==> src/rtl/shift_iter_unit.sv <==
// shift_iter_unit: iterative shifter moving up to STEP bits per cycle; define SHIFT_ITER_ROTATE_EN to support ROL (op 11)
module shift_iter_unit #(
  parameter int WIDTH = 32,
  parameter int STEP = 4,
  localparam int SHW = $clog2(WIDTH)
) (
  input  logic             i_clk,
  input  logic             i_rst_n,
  input  logic             i_flush,
  input  logic             i_valid,
  output logic             o_ready,
  input  logic [WIDTH-1:0] i_a,
  input  logic [SHW-1:0]   i_shamt,
  input  logic [1:0]       i_op,
  output logic             o_valid,
  input  logic             i_ready,
  output logic [WIDTH-1:0] o_result,
  output logic             o_err
);
  typedef enum logic [1:0] {IDLE, SHIFT, DONE} state_t;
  localparam logic [SHW-1:0] STEP_W = SHW'(STEP);
  state_t state, state_nx;
  logic [WIDTH-1:0] data, data_sh, sra, rol;
  logic [SHW-1:0] rem, s;
  logic [1:0] op;
  logic err, unsup;
`ifdef SHIFT_ITER_ROTATE_EN
  assign unsup = 1'b0;
  assign rol = (data << s) | (data >> (WIDTH - int'(s)));
`else
  assign unsup = i_op == 2'b11;
  assign rol = data;
`endif
  assign s = rem < STEP_W ? rem : STEP_W;
  assign sra = $signed(data) >>> s;
  assign data_sh = op == 2'b00 ? data << s : op == 2'b01 ? data >> s : op == 2'b10 ? sra : rol;
  assign o_ready = state == IDLE;
  always_comb begin
    state_nx = state;
    if (i_flush) state_nx = IDLE;
    else if (state == IDLE) state_nx = !i_valid ? IDLE : (i_shamt == '0 || unsup) ? DONE : SHIFT;
    else if (state == SHIFT) state_nx = rem == s ? DONE : SHIFT;
    else state_nx = (o_valid && i_ready) ? IDLE : DONE;
  end
  always_ff @(posedge i_clk or negedge i_rst_n) begin
    if (!i_rst_n) begin
      state <= IDLE;
      data <= '0;
      rem <= '0;
      op <= '0;
      err <= 1'b0;
      o_valid <= 1'b0;
      o_result <= '0;
      o_err <= 1'b0;
    end else begin
      state <= state_nx;
      if (i_flush) begin
        rem <= '0;
        o_valid <= 1'b0;
      end else if (state == IDLE && i_valid) begin
        data <= unsup ? '0 : i_a;
        rem <= unsup ? '0 : i_shamt;
        op <= i_op;
        err <= unsup;
      end else if (state == SHIFT) begin
        data <= data_sh;
        rem <= rem - s;
      end else if (state == DONE) begin
        o_valid <= !(o_valid && i_ready);
        if (!o_valid) begin
          o_result <= data;
          o_err <= err;
        end
      end
    end
  end
endmodule

==> config.mk <==
export PLATFORM = sky130hd
export DESIGN_NAME = shift_iter_unit
export DESIGN_NICKNAME = d
export VERILOG_FILES = /design/src/rtl/shift_iter_unit.sv
export SDC_FILE = /design/constraint.sdc
export NUM_CORES = 1
export LEC_CHECK = 0
export ABC_AREA = 1
export BUFFER_PORTS_ARGS = -buffer_cell sky130_fd_sc_hd__buf_4
export CORE_ASPECT_RATIO = 2
export CORE_MARGIN = 2
export CORE_UTILIZATION = 29
export CTS_CLUSTER_DIAMETER = 200
export DETAILED_ROUTE_END_ITERATION = 7
export PLACE_DENSITY = 0.48
export SLEW_MARGIN = 10
export SYNTH_ARGS = -nofsm -noshare
export SYNTH_HDL_FRONTEND = slang
export SYNTH_SLANG_ARGS = --single-unit
==> constraint.sdc <==
create_clock -name i_clk -period 1.7 [get_ports i_clk]
set_input_delay 0.255 -clock i_clk [delete_from_list [all_inputs] [get_ports i_clk]]
set_output_delay 0.255 -clock i_clk [all_outputs]
set_load 0.05 [all_outputs]
==> reports/qor.csv, run 1 <==
stage;metric;value;unit
pwr;Logic pwr share;63.3;%
synthesis;Mean Syn Cell Area;6.68;sq um
worst_setup_path;kind of critical path;reg -> reg;
synthesis;number of register bits inferred by synthesis;76;
sta;maximum clock frequency;538;MHz
global_route;number of antenna violations at the first check in global routing;0;
worst_setup_path;RR Startpoint;rem[3]$_DFFE_PN0P_;
clock_tree;CTS tree;done;
synthesis;leading post-synthesis cells by cell area;dfrtp_1 (34%), nand2_1 (16%), nand3_1 (16%), a21oi_1 (6.6%), inv_1 (3.4%);
floorplanning;die area;0.0206;sq mm
worst_hold_path;Worst Hold End;o_valid$_DFFE_PN0P_;
synthesis;library cells used by synthesis;36;
finish;final cell area excluding filler cells;0.00838;sq mm
worst_setup_path;number of cell instances on the worst register-to-register path;10;
synthesis;area share of the leading cell type in the synthesized netlist;33.8;%
worst_hold_path;worst hold path type;in -> reg;
pwr;proportion of power drawn by flip-flops and latches;24.1;%
floorplanning;Die X-Extent;103;um
worst_setup_path;Critical Path Sink Type;flip-flop;
finish;Inserted Diodes;0;
drt;routed wire length;23.5;mm
clock_tree;H-tree lvl count;3;
synthesis;Netlist Area Pre-Place;0.00563;sq mm
synthesis;nets in the synthesized netlist;889;
pwr;net switching fraction of the power;51.0;%
synthesis;list of most frequent post-synthesis cells;nand2_1 (245), nand3_1 (176), dfrtp_1 (76);
synthesis;most instantiated library cell after synthesis;nand2_1;
pwr;switching power;7.35;mW
run_status;outcome;finished with violations;
sta;Worst Hold Margin;0.0914;ns
floorplanning;Core Box Area;0.0192;sq mm
sta;RSZ-0062 raised after global routing;true;
placement;number of placed instances, taps included;1234;
floorplanning;Die Height;201;um
placement;number of input and output port buffers inserted;78;
clock_tree;Clock transition at path regs;0.06;ns
worst_setup_path;Reg2Reg Capture Point;data[0]$_DFFE_PN0P_;
pwr;internal portion of total power;7.06;mW
pwr;Leakage;4.09;nW
drt;average via count per standard cell;5.26;
drt;number of DRC violations after detailed-routing iteration 0;367;
global_route;pin count of the biggest net entering global routing;77;
clock_tree;clk root buf;clkbuf_16;
finish;share of final-layout standard cells stronger than drive strength 1;35.9;%
finish;number of filler instances in the final layout;2058;
synthesis;number of warnings printed during yosys synthesis;0;
drt;total DRC errors in the routed layout;0;
finish;area overhead of the layout relative to synthesis;48.7;%
pwr;portion of total power attributed to the clock network;12.6;%
drt;vias after detailed routing;6705;
placement;GP Congestion;0.906;
finish;Post-layout nets;1056;
floorplanning;Top-Level Pins;79;
synthesis;commonest register cell after synthesis;dfrtp_1;
placement;HPWL Detailed;17.2;mm
finish;post-layout instance count excluding filler cells;1274;
clock_tree;Sink Count;76;
clock_tree;clock latency of the later-clocked register in the worst-skew pair;0.35;ns
finish;multi-input gate area in the final layout;0.00370;sq mm
drt;first-pass iteration count of the detailed router;5;
drt;mean routed wirelength per cell;18.5;um
clock_tree;TritonCTS Buffers;9;
sta;count of final hold-check violations;0;
worst_setup_path;crit path max fanout;13;
sta;min cycle time layout;1.86;ns
synthesis;sequential cell area fraction in the yosys report;33.8;%
clock_tree;Bufs on Longest Clock Path;2;
synthesis;count of flip-flops with a built-in enable after synthesis;0;
sta;Tcrit/Tclk final;109;%
worst_hold_path;Hold Path Cell Cnt;2;
placement;area post-placement;0.00723;sq mm
run_status;failing checks;setup timing;
worst_hold_path;hold path startpoint;i_ready;
pwr;power density relative to cell area;1720;mW/mm^2
global_route;first-pass GRT wire length;36.0;mm
sta;number of pins exceeding their max-slew limit in the final report;0;
worst_setup_path;required time at the worst-slack endpoint;1.99;ns
drt;antenna-violating nets left;0;
floorplanning;starting utilization of the core area;29.4;%
sta;worst path setup slack after routing;-0.159;ns
sta;count of final setup violators;31;
synthesis;library cell occupying the most area in the post-synthesis netlist;dfrtp_1;
finish;Final Util;43.6;%
floorplanning;standard-cell rows;72;
global_route;total global-route track usage;22.9;%
synthesis;share of flip-flops with an asynchronous set or reset;100;%
global_route;vias in the first global route;6743;
worst_setup_path;type of origin of the critical path;flip-flop;
run;# Max-Cap Violations;0;
worst_setup_path;crit path DAT;2.14;ns
worst_setup_path;minimum setup slack among reg-to-reg paths;-0.16;ns
sta;clock skew after layout;0.00858;ns
global_route;remaining global-route overflow;0;
pwr;maximum vdd drop;739;uV
synthesis;Mapped Cells;843;
finish;flip-flop and latch area;0.00190;sq mm
==> registers in the layout, indices dropped and copies added, names as in the netlist <==
name      flops
data         32
o_result     32
rem           5
op            2
state         2
err           1
o_err         1
o_valid       1
==> power by group through the flow <==
stage | Combinational, mW | Clock, mW | Sequential, mW
2_1_floorplan | 3.90 | 0 | 4.51
4_1_cts | 8.57 | 1.87 | 3.42
3_3_place_gp | 8.09 | 0 | 3.41
3_5_place_dp | 8.10 | 0 | 3.41
5_1_grt | 9.89 | 1.94 | 3.58
6_report | 9.13 | 1.81 | 3.48
==> through the flow <==
stage,setup slack (ns),power (mW),TNS [ns]
floorplan,0.0699,8.42,0
global placement,-0.223,11.5,-3.71
detailed placement,-0.247,11.5,-4.03
CTS,-0.126,13.9,-2.12
global route,-0.268,15.4,-5.85
finish,-0.159,14.4,-1.71
==> layout make-up <==
class | count | share of cell area (%)
well taps | 259 | 3.87
clock inverters | 2 | 0.120
clock buffers | 14 | 3.03
flip-flops and latches | 76 | 22.7
inverters | 61 | 2.94
repair buffers | 207 | 23.1
multi-input cells | 655 | 44.2
==> metal layers <==
layer	up-vias	part of all wire (%)	global-route usage, %
li1	3194	-	-
met1	3164	35	24.5
met2	250	54	40.2
met3	97	4.2	2.78
met4	0	6.8	15.6
met5	-	0	0
==> kinds of logic after synthesis <==
logic type | Yosys count | share of synthesized area [%]
simple gates | 501 | 40.3
mux | 16 | 3.20
other cells | 2 | 0.133
xor+xnor | 1 | 0.155
buf+inv | 112 | 9.42
compound gates | 133 | 12.6
flops | 76 | 33.8
fa+ha+maj | 2 | 0.444
==> worst max-delay path: stages (launching register included) <==
cell and delay [ns]:
dfrtp_2 0.44, nor2_8 0.19, buf_12 0.18, nand4_1 0.17, buf_4 0.19, nand3_2 0.06
nand2_2 0.08, o21ai_2 0.20, buf_4 0.15, a21oi_2 0.04, o21ai_1 0.10
==> cells in the final DEF (no fill, tap or decap), types with 4 or more instances in the layout <==
master	Yosys	routed
nand2_1	245	211
buf_4	10	164
nand3_1	176	135
dfrtp_1	76	74
a21oi_1	74	58
inv_1	51	48
nand3_2	0	39
nor2_1	38	36
nand2_2	2	25
nand4_1	24	24
o21ai_1	4	22
buf_12	0	21
buf_6	6	17
a21oi_2	0	16
mux2_2	16	15
o21ai_0	35	13
nand2_4	1	11
clkbuf_16	0	11
inv_2	10	8
nor2_4	2	7
o211ai_1	5	5
o22ai_1	5	4
inv_4	0	4
nand3_4	2	4
o21ai_2	0	4
a31oi_1	4	4
clkbuf_1	9	4
==> worst max path at each step <==
stage / start / endpoint
2_1_floorplan: state[0]$_DFF_PN0_ / o_result[10]$_DFFE_PN0P_
3_3_place_gp: rem[4]$_DFFE_PN0P_ / data[0]$_DFFE_PN0P_
3_5_place_dp: rem[4]$_DFFE_PN0P_ / data[0]$_DFFE_PN0P_
4_1_cts: rem[4]$_DFFE_PN0P_ / data[12]$_DFFE_PN0P_
5_1_grt: rem[3]$_DFFE_PN0P_ / data[19]$_DFFE_PN0P_
6_report: rem[3]$_DFFE_PN0P_ / data[0]$_DFFE_PN0P_
==> what timing repair did <==
item | 4_1_cts | 5_1_grt
resized for setup | 80 | 101
pin swaps | 12 | 23
hold buffers | 1 | 0
endpoints found under the setup margin | 37 | 70
buffers inserted | 6 | 13
hold endpoints to repair | 76 | 0
cloned | 1 | 5
(Power assumes the default switching activity.)
==> run 2, diff against run 1 <==
ABC_CLOCK_PERIOD_IN_PS = 1700   (was not set)
PLACE_DENSITY = 0.51   (was 0.48)
==> run 2 against run 1 <==
Effect of this change:
- hold slack better by 0.0018 ns
- global-route usage fell by 0.062 points
- power down 0.15%
- sequential cell count did not move
- register-to-register slack got worse by 0.03 ns
- combinational power is 1% lower
- the flow still finishes with violations (setup timing)
- wire length rose by 0.15%
- highest routed layer unchanged
==> reports/qor.csv, run 2 (synthesis gave the netlist of run 1 again) <==
stage;metric;value;unit;change
run_status;outcome;finished with violations;;
run_status;failing checks;setup timing;;
global_route;remaining global-route overflow;0;;unchanged
pwr;net switching fraction of the power;50.6;%;-0.44 points
drt;average via count per standard cell;5.32;;+1.2%
pwr;power density relative to cell area;1740;mW/mm^2;+0.96%
drt;routed wire length;23.6;mm;+0.15%
sta;number of pins exceeding their max-slew limit in the final report;0;;unchanged
pwr;proportion of power drawn by flip-flops and latches;24.1;%;about the same
drt;total DRC errors in the routed layout;0;;unchanged
finish;Inserted Diodes;0;;unchanged
sta;Fin Setup TNS;-2.99;ns;-1.29 ns
sta;maximum clock frequency;530;MHz;-1.6%
finish;largest registers in the final layout;data: 32 flops, o_result: 32 flops, rem: 5 flops;;
run;# Max-Cap Violations;0;;unchanged
sta;min cycle time layout;1.89;ns;+0.0297 ns
worst_setup_path;Critical Path Sink Type;flip-flop;;
finish;share of final-layout standard cells stronger than drive strength 1;34.8;%;-1.1 points
drt;antenna-violating nets left;0;;unchanged
floorplanning;Die X-Extent;103;um;unchanged
worst_setup_path;Critical Path, Cell by Cell;nor2_8 -> buf_12 -> nand4_1 -> nand3_2 -> nand3_1 -> nand2_1 -> nand2_1 -> nand2_1 -> nand2_1 -> a21oi_1;;
pwr;internal portion of total power;7.11;mW;+0.74%
floorplanning;Core Box Area;0.0192;sq mm;unchanged
placement;GP Congestion;0.932;;+2.9%
sta;count of final hold-check violations;0;;unchanged
floorplanning;starting utilization of the core area;29.4;%;unchanged
clock_tree;clock latency of the later-clocked register in the worst-skew pair;0.36;ns;about the same
worst_setup_path;master of the slowest instance on the critical path;dfrtp_2;;
drt;number of DRC violations after detailed-routing iteration 0;479;;+31%
sta;clock skew after layout;0.00835;ns;-0.000235 ns
worst_setup_path;number of cell instances on the worst register-to-register path;10;;unchanged
global_route;pin count of the biggest net entering global routing;77;;unchanged
global_route;first-pass GRT wire length;35.8;mm;-0.58%
placement;post-place setup slack;-0.300;ns;-0.0537 ns
drt;mean routed wirelength per cell;18.7;um;+1.3%
floorplanning;die area;0.0206;sq mm;unchanged
global_route;met2 GRT Util;41.6;%;+1.3 points
finish;area overhead of the layout relative to synthesis;47.0;%;
worst_setup_path;type of origin of the critical path;flip-flop;;
finish;most common cell after layout, fill and taps aside;nand2_1;;
clock_tree;Bufs on Longest Clock Path;2;;unchanged
clock_tree;TritonCTS Buffers;9;;unchanged
clock_tree;clk root buf;clkbuf_16;;
global_route;met3 global-route usage;3.20;%;+0.42 points
finish;number of filler instances in the final layout;2010;;-2.3%
finish;Post-layout nets;1042;;-1.3%
global_route;total global-route track usage;22.8;%;-0.062 points
worst_hold_path;worst hold path type;in -> reg;;
pwr;maximum vdd drop;624;uV;-16%
worst_setup_path;crit path DAT;2.17;ns;+0.03 ns
floorplanning;standard-cell rows;72;;unchanged
worst_setup_path;delay of the slowest critical-path stage;0.45;ns;about the same
floorplanning;Die Height;201;um;unchanged
sta;count of final setup violators;33;;+6.5%
clock_tree;Sink Count;76;;unchanged
global_route;vias in the first global route;6778;;+0.52%
pwr;Logic pwr share;62.6;%;-0.7 points
floorplanning;Top-Level Pins;79;;unchanged
pwr;Leakage;4.05;nW;-0.88%
finish;top library cells by usage in the layout, fill and taps aside;nand2_1 (211), buf_4 (153), nand3_1 (145), dfrtp_1 (74), a21oi_1 (53);;
clock_tree;Clock transition at path regs;0.06;ns;about the same
placement;HPWL Detailed;17.0;mm;-1.1%
drt;vias after detailed routing;6708;;+0.045%
clock_tree;H-tree lvl count;3;;unchanged
worst_setup_path;kind of critical path;reg -> reg;;
clock_tree;CTS tree;done;;
worst_setup_path;crit path max fanout;13;;unchanged
pwr;portion of total power attributed to the clock network;13.4;%;+0.8 points
worst_setup_path;required time at the worst-slack endpoint;1.98;ns;about the same
global_route;most used routing layer;met2;;
pwr;switching power;7.28;mW;-1.0%
placement;number of input and output port buffers inserted;78;;unchanged
sta;worst path setup slack after routing;-0.188;ns;-0.0297 ns
global_route;number of antenna violations at the first check in global routing;0;;unchanged
worst_hold_path;Hold Path Cell Cnt;2;;unchanged
sta;RSZ-0062 raised after global routing;true;;
drt;first-pass iteration count of the detailed router;5;;unchanged
worst_setup_path;cell seen most often among critical-path stages;nand2_1;;
sta;Tcrit/Tclk final;111;%;+1.7 points
global_route;GR Layer Usage met1;23.3;%;-1.2 points
## run 2: cell count changes in the layout (fill, tap and decap cells not counted), sizes merged
cell and delta:
buf -16, bufbuf +1, bufinv +1, clkinv -1, clkbuf +1
## run 2: worst paths after layout
kind	slack, ns	startpoint	endpoint
min in group asynchronous	0.45	i_rst_n	o_result[12]$_DFFE_PN0P_
worst min-delay path	0.09	i_ready	o_valid$_DFFE_PN0P_
max in group asynchronous	0.87	i_rst_n	data[28]$_DFFE_PN0P_
worst min register to register	0.49	o_result[7]$_DFFE_PN0P_	o_result[7]$_DFFE_PN0P_
worst max-delay path	-0.19	rem[4]$_DFFE_PN0P_	data[19]$_DFFE_PN0P_
worst max register to register	-0.19	rem[4]$_DFFE_PN0P_	data[19]$_DFFE_PN0P_
## run 2: through the flow
step	hold WS, ns	cells	util (%)	power, mW	cell area [sq um]
6_report	0.0933	1260	43.2	14.4	8280
3_3_place_gp	0.317	1219	37.0	11.3	7100
5_1_grt	0.114	1260	43.2	15.3	8280
4_1_cts	0.0921	1248	40.8	13.8	7830
2_1_floorplan	-0.0406	843	-	8.42	5630
3_5_place_dp	0.319	1219	37.0	11.3	7100
## run 2: critical path: cells and delay by family, from the launching register on
family	cells	cell delay, ns
buffers and inverters	1	0.17
AND/OR/NAND/NOR	8	1.06
flip-flops	1	0.45
AO/OA/AOI/OAI	1	0.13
## run 2: power by group through the flow
stage	clock network (mW)	logic (mW)	registers, mW
global route	2.01	9.74	3.58
finish	1.92	9.00	3.46
global placement	0	7.93	3.42
floorplan	0	3.90	4.51
CTS	1.96	8.43	3.42
detailed placement	0	7.93	3.41
## run 2: cell type report
type                            instances  area (sq um)  area share [%]
Clock buffer                           14           244            2.95
Clock inverter                          2          35.0           0.423
Inverter                               61           249            3.01
Multi-Input combinational cell        655          3670            44.3
Sequential cell                        76          1900            23.0
Tap cell                              259           324            3.91
Timing Repair Buffer                  193          1860            22.4
## run 2: what timing repair did
item                                    in CTS  in global routing
hold buffers                                 1                  0
endpoints found under the setup margin      35                 62
pin swaps                                   23                 37
hold endpoints to repair                    76                  0
gates cloned                                 5                  4
buffers inserted                             7                  8
gates resized for setup                     80                103
## run 2: metal layers
metal / wire length [um] / share of wire (%)
met1: 8050 / 34
met2: 12600 / 54
met3: 1130 / 4.8
met4: 1750 / 7.4
met5: 0 / 0
==> run 3, diff against run 2 <==
PLACE_DENSITY = not set   (was 0.51)
SETUP_SLACK_MARGIN = 0.05   (was not set)
==> run 3 against run 2 <==
Effect of this change:
- the flow still finishes with violations (setup timing)
- sequential share of layout area fell by 0.72 points
- largest cell class unchanged
- global-route usage fell by 0.53 points
- clock-buffer cell count fell by 4
- highest routed layer unchanged
==> reports/qor.csv, run 3 (synthesis gave the netlist of run 1 again) <==
stage;metric;value;unit;change
run_status;outcome;finished with violations;;
run_status;failing checks;setup timing;;
drt;average via count per standard cell;5.35;;+0.47%
global_route;number of antenna violations at the first check in global routing;0;;unchanged
floorplanning;die area;0.0206;sq mm;unchanged
placement;HPWL Detailed;16.2;mm;-4.4%
finish;number of filler instances in the final layout;1971;;-1.9%
global_route;vias in the first global route;6680;;-1.4%
clock_tree;H-tree lvl count;3;;unchanged
worst_setup_path;crit path DAT;2.13;ns;-0.04 ns
floorplanning;starting utilization of the core area;29.4;%;unchanged
finish;share of final-layout standard cells stronger than drive strength 1;37.0;%;+2.2 points
sta;worst path setup slack after routing;-0.135;ns;+0.0528 ns
pwr;maximum vdd drop;569;uV;-8.7%
finish;Post-layout nets;1046;;+0.38%
worst_setup_path;required time at the worst-slack endpoint;1.99;ns;about the same
sta;Worst Hold Margin;0.0954;ns;+0.00215 ns
finish;multi-input gate area in the final layout;0.00376;sq mm;+2.5%
sta;count of final hold-check violations;0;;unchanged
placement;post-place setup slack;-0.200;ns;+0.101 ns
sta;Tcrit/Tclk final;108;%;-3.1 points
clock_tree;Clock transition at path regs;0.06;ns;about the same
finish;most common cell after layout, fill and taps aside;nand2_1;;
finish;Inserted Diodes;0;;unchanged
placement;GP Congestion;0.942;;+1.1%
worst_setup_path;Critical Path Sink Type;flip-flop;;
finish;top library cells by usage in the layout, fill and taps aside;nand2_1 (201), buf_4 (147), nand3_1 (142), dfrtp_1 (74), a21oi_1 (59);;
worst_setup_path;kind of critical path;reg -> reg;;
sta;clock skew after layout;0.00776;ns;-0.000584 ns
global_route;total global-route track usage;22.3;%;-0.53 points
global_route;first-pass GRT wire length;35.0;mm;-2.0%
floorplanning;Top-Level Pins;79;;unchanged
drt;mean routed wirelength per cell;18.7;um;-0.14%
sta;Fin Setup TNS;-1.83;ns;+1.16 ns
placement;area post-placement;0.00705;sq mm;-0.63%
worst_setup_path;minimum setup slack among reg-to-reg paths;-0.14;ns;+0.05 ns
drt;total DRC errors in the routed layout;0;;unchanged
sta;count of final setup violators;42;;+27%
worst_setup_path;RR Startpoint;rem[4]$_DFFE_PN0P_;;
drt;first-pass iteration count of the detailed router;6;;+1
global_route;remaining global-route overflow;0;;unchanged
worst_hold_path;hold path startpoint;i_ready;;
clock_tree;clock latency of the later-clocked register in the worst-skew pair;0.37;ns;about the same
floorplanning;Core Box Area;0.0192;sq mm;unchanged
clock_tree;CTS tree;done;;
pwr;Leakage;4.15;nW;+2.4%
finish;area overhead of the layout relative to synthesis;51.7;%;
clock_tree;TritonCTS Buffers;9;;unchanged
global_route;pin count of the biggest net entering global routing;77;;unchanged
placement;number of input and output port buffers inserted;78;;unchanged
run;# Max-Cap Violations;0;;unchanged
clock_tree;clk root buf;clkbuf_16;;
worst_hold_path;Hold Path Cell Cnt;2;;unchanged
finish;flip-flop and latch area;0.00190;sq mm;unchanged
clock_tree;Sink Count;76;;unchanged
finish;Final Util;44.6;%;+1.4 points
floorplanning;Die Height;201;um;unchanged
drt;number of DRC violations after detailed-routing iteration 0;441;;-7.9%
floorplanning;standard-cell rows;72;;unchanged
clock_tree;Bufs on Longest Clock Path;2;;unchanged
worst_hold_path;worst hold path type;in -> reg;;
sta;min cycle time layout;1.84;ns;-0.0528 ns
worst_hold_path;Worst Hold End;o_valid$_DFFE_PN0P_;;
finish;largest registers in the final layout;data: 32 flops, o_result: 32 flops, rem: 5 flops;;
pwr;power density relative to cell area;1720;mW/mm^2;-1.1%
floorplanning;Die X-Extent;103;um;unchanged
worst_setup_path;crit path max fanout;23;;+10
sta;RSZ-0062 raised after global routing;true;;
worst_setup_path;number of cell instances on the worst register-to-register path;10;;unchanged
worst_setup_path;type of origin of the critical path;flip-flop;;
finish;final cell area excluding filler cells;0.00855;sq mm;+3.2%
drt;routed wire length;23.6;mm;+0.18%
worst_setup_path;Reg2Reg Capture Point;data[19]$_DFFE_PN0P_;;
sta;number of pins exceeding their max-slew limit in the final report;0;;unchanged
drt;vias after detailed routing;6761;;+0.79%
drt;antenna-violating nets left;0;;unchanged
sta;maximum clock frequency;545;MHz;+2.9%
-- run 3: repair_timing --
action,4_1_cts,5_1_grt
endpoints found under the hold margin,76,0
cloned,5,9
hold buffers,1,0
pin swaps,10,33
setup endpoints to repair,67,69
gates resized for setup,73,136
buffers inserted,6,21
-- run 3: worst max path at each step --
stage,startpoint,end,slack (ns),cells past startpoint
CTS,rem[3]$_DFFE_PN0P_,data[19]$_DFFE_PN0P_,-0.09,10
floorplan,state[0]$_DFF_PN0_,o_result[10]$_DFFE_PN0P_,0.07,9
detailed placement,rem[4]$_DFFE_PN0P_,data[31]$_DFFE_PN0P_,-0.20,11
global placement,state[0]$_DFF_PN0_,data[29]$_DFFE_PN0P_,-0.22,11
finish,rem[4]$_DFFE_PN0P_,data[19]$_DFFE_PN0P_,-0.14,10
global route,rem[4]$_DFFE_PN0P_,data[10]$_DFFE_PN0P_,-0.22,11
-- run 3: per-stage QoR --
stage | power (mW) | cells
2_1_floorplan | 8.42 | 843
3_3_place_gp | 11.2 | 1208
3_5_place_dp | 11.3 | 1208
4_1_cts | 13.7 | 1236
5_1_grt | 15.6 | 1264
6_report | 14.7 | 1264
-- run 3: area by class of cell --
class,count,area share [%]
clock buffer,10,2.68
timing repair buffer,197,23.6
inverter,61,2.99
sequential,76,22.3
tap,259,3.79
clock inverter,6,0.644
multi-input combinational,655,44.0
-- run 3: per-layer routing --
| layer | up-vias | routed length [um] | track usage (%) |
|---|---|---|---|
| met5 | - | 0 | 0 |
| met1 | 3213 | 7930 | 22.6 |
| met4 | 0 | 1730 | 13.9 |
| met3 | 100 | 1060 | 3.16 |
| met2 | 274 | 12900 | 40.9 |
| li1 | 3174 | - | - |
-- run 3: power by group --
group          switching [mW]  internal (mW)
clock network           0.800           1.12
registers               0.861           2.62
logic                    5.73           3.56
-- run 3: critical path: stages, from the launching register on --
cell and delay, ns:
dfrtp_2 0.44, nor2_8 0.20, buf_12 0.19, nand4_1 0.25, nand3_2 0.22, nand3_1 0.09
nand2_1 0.08, nand2_1 0.05, nand2_1 0.06, nand2_1 0.07, a21oi_2 0.12
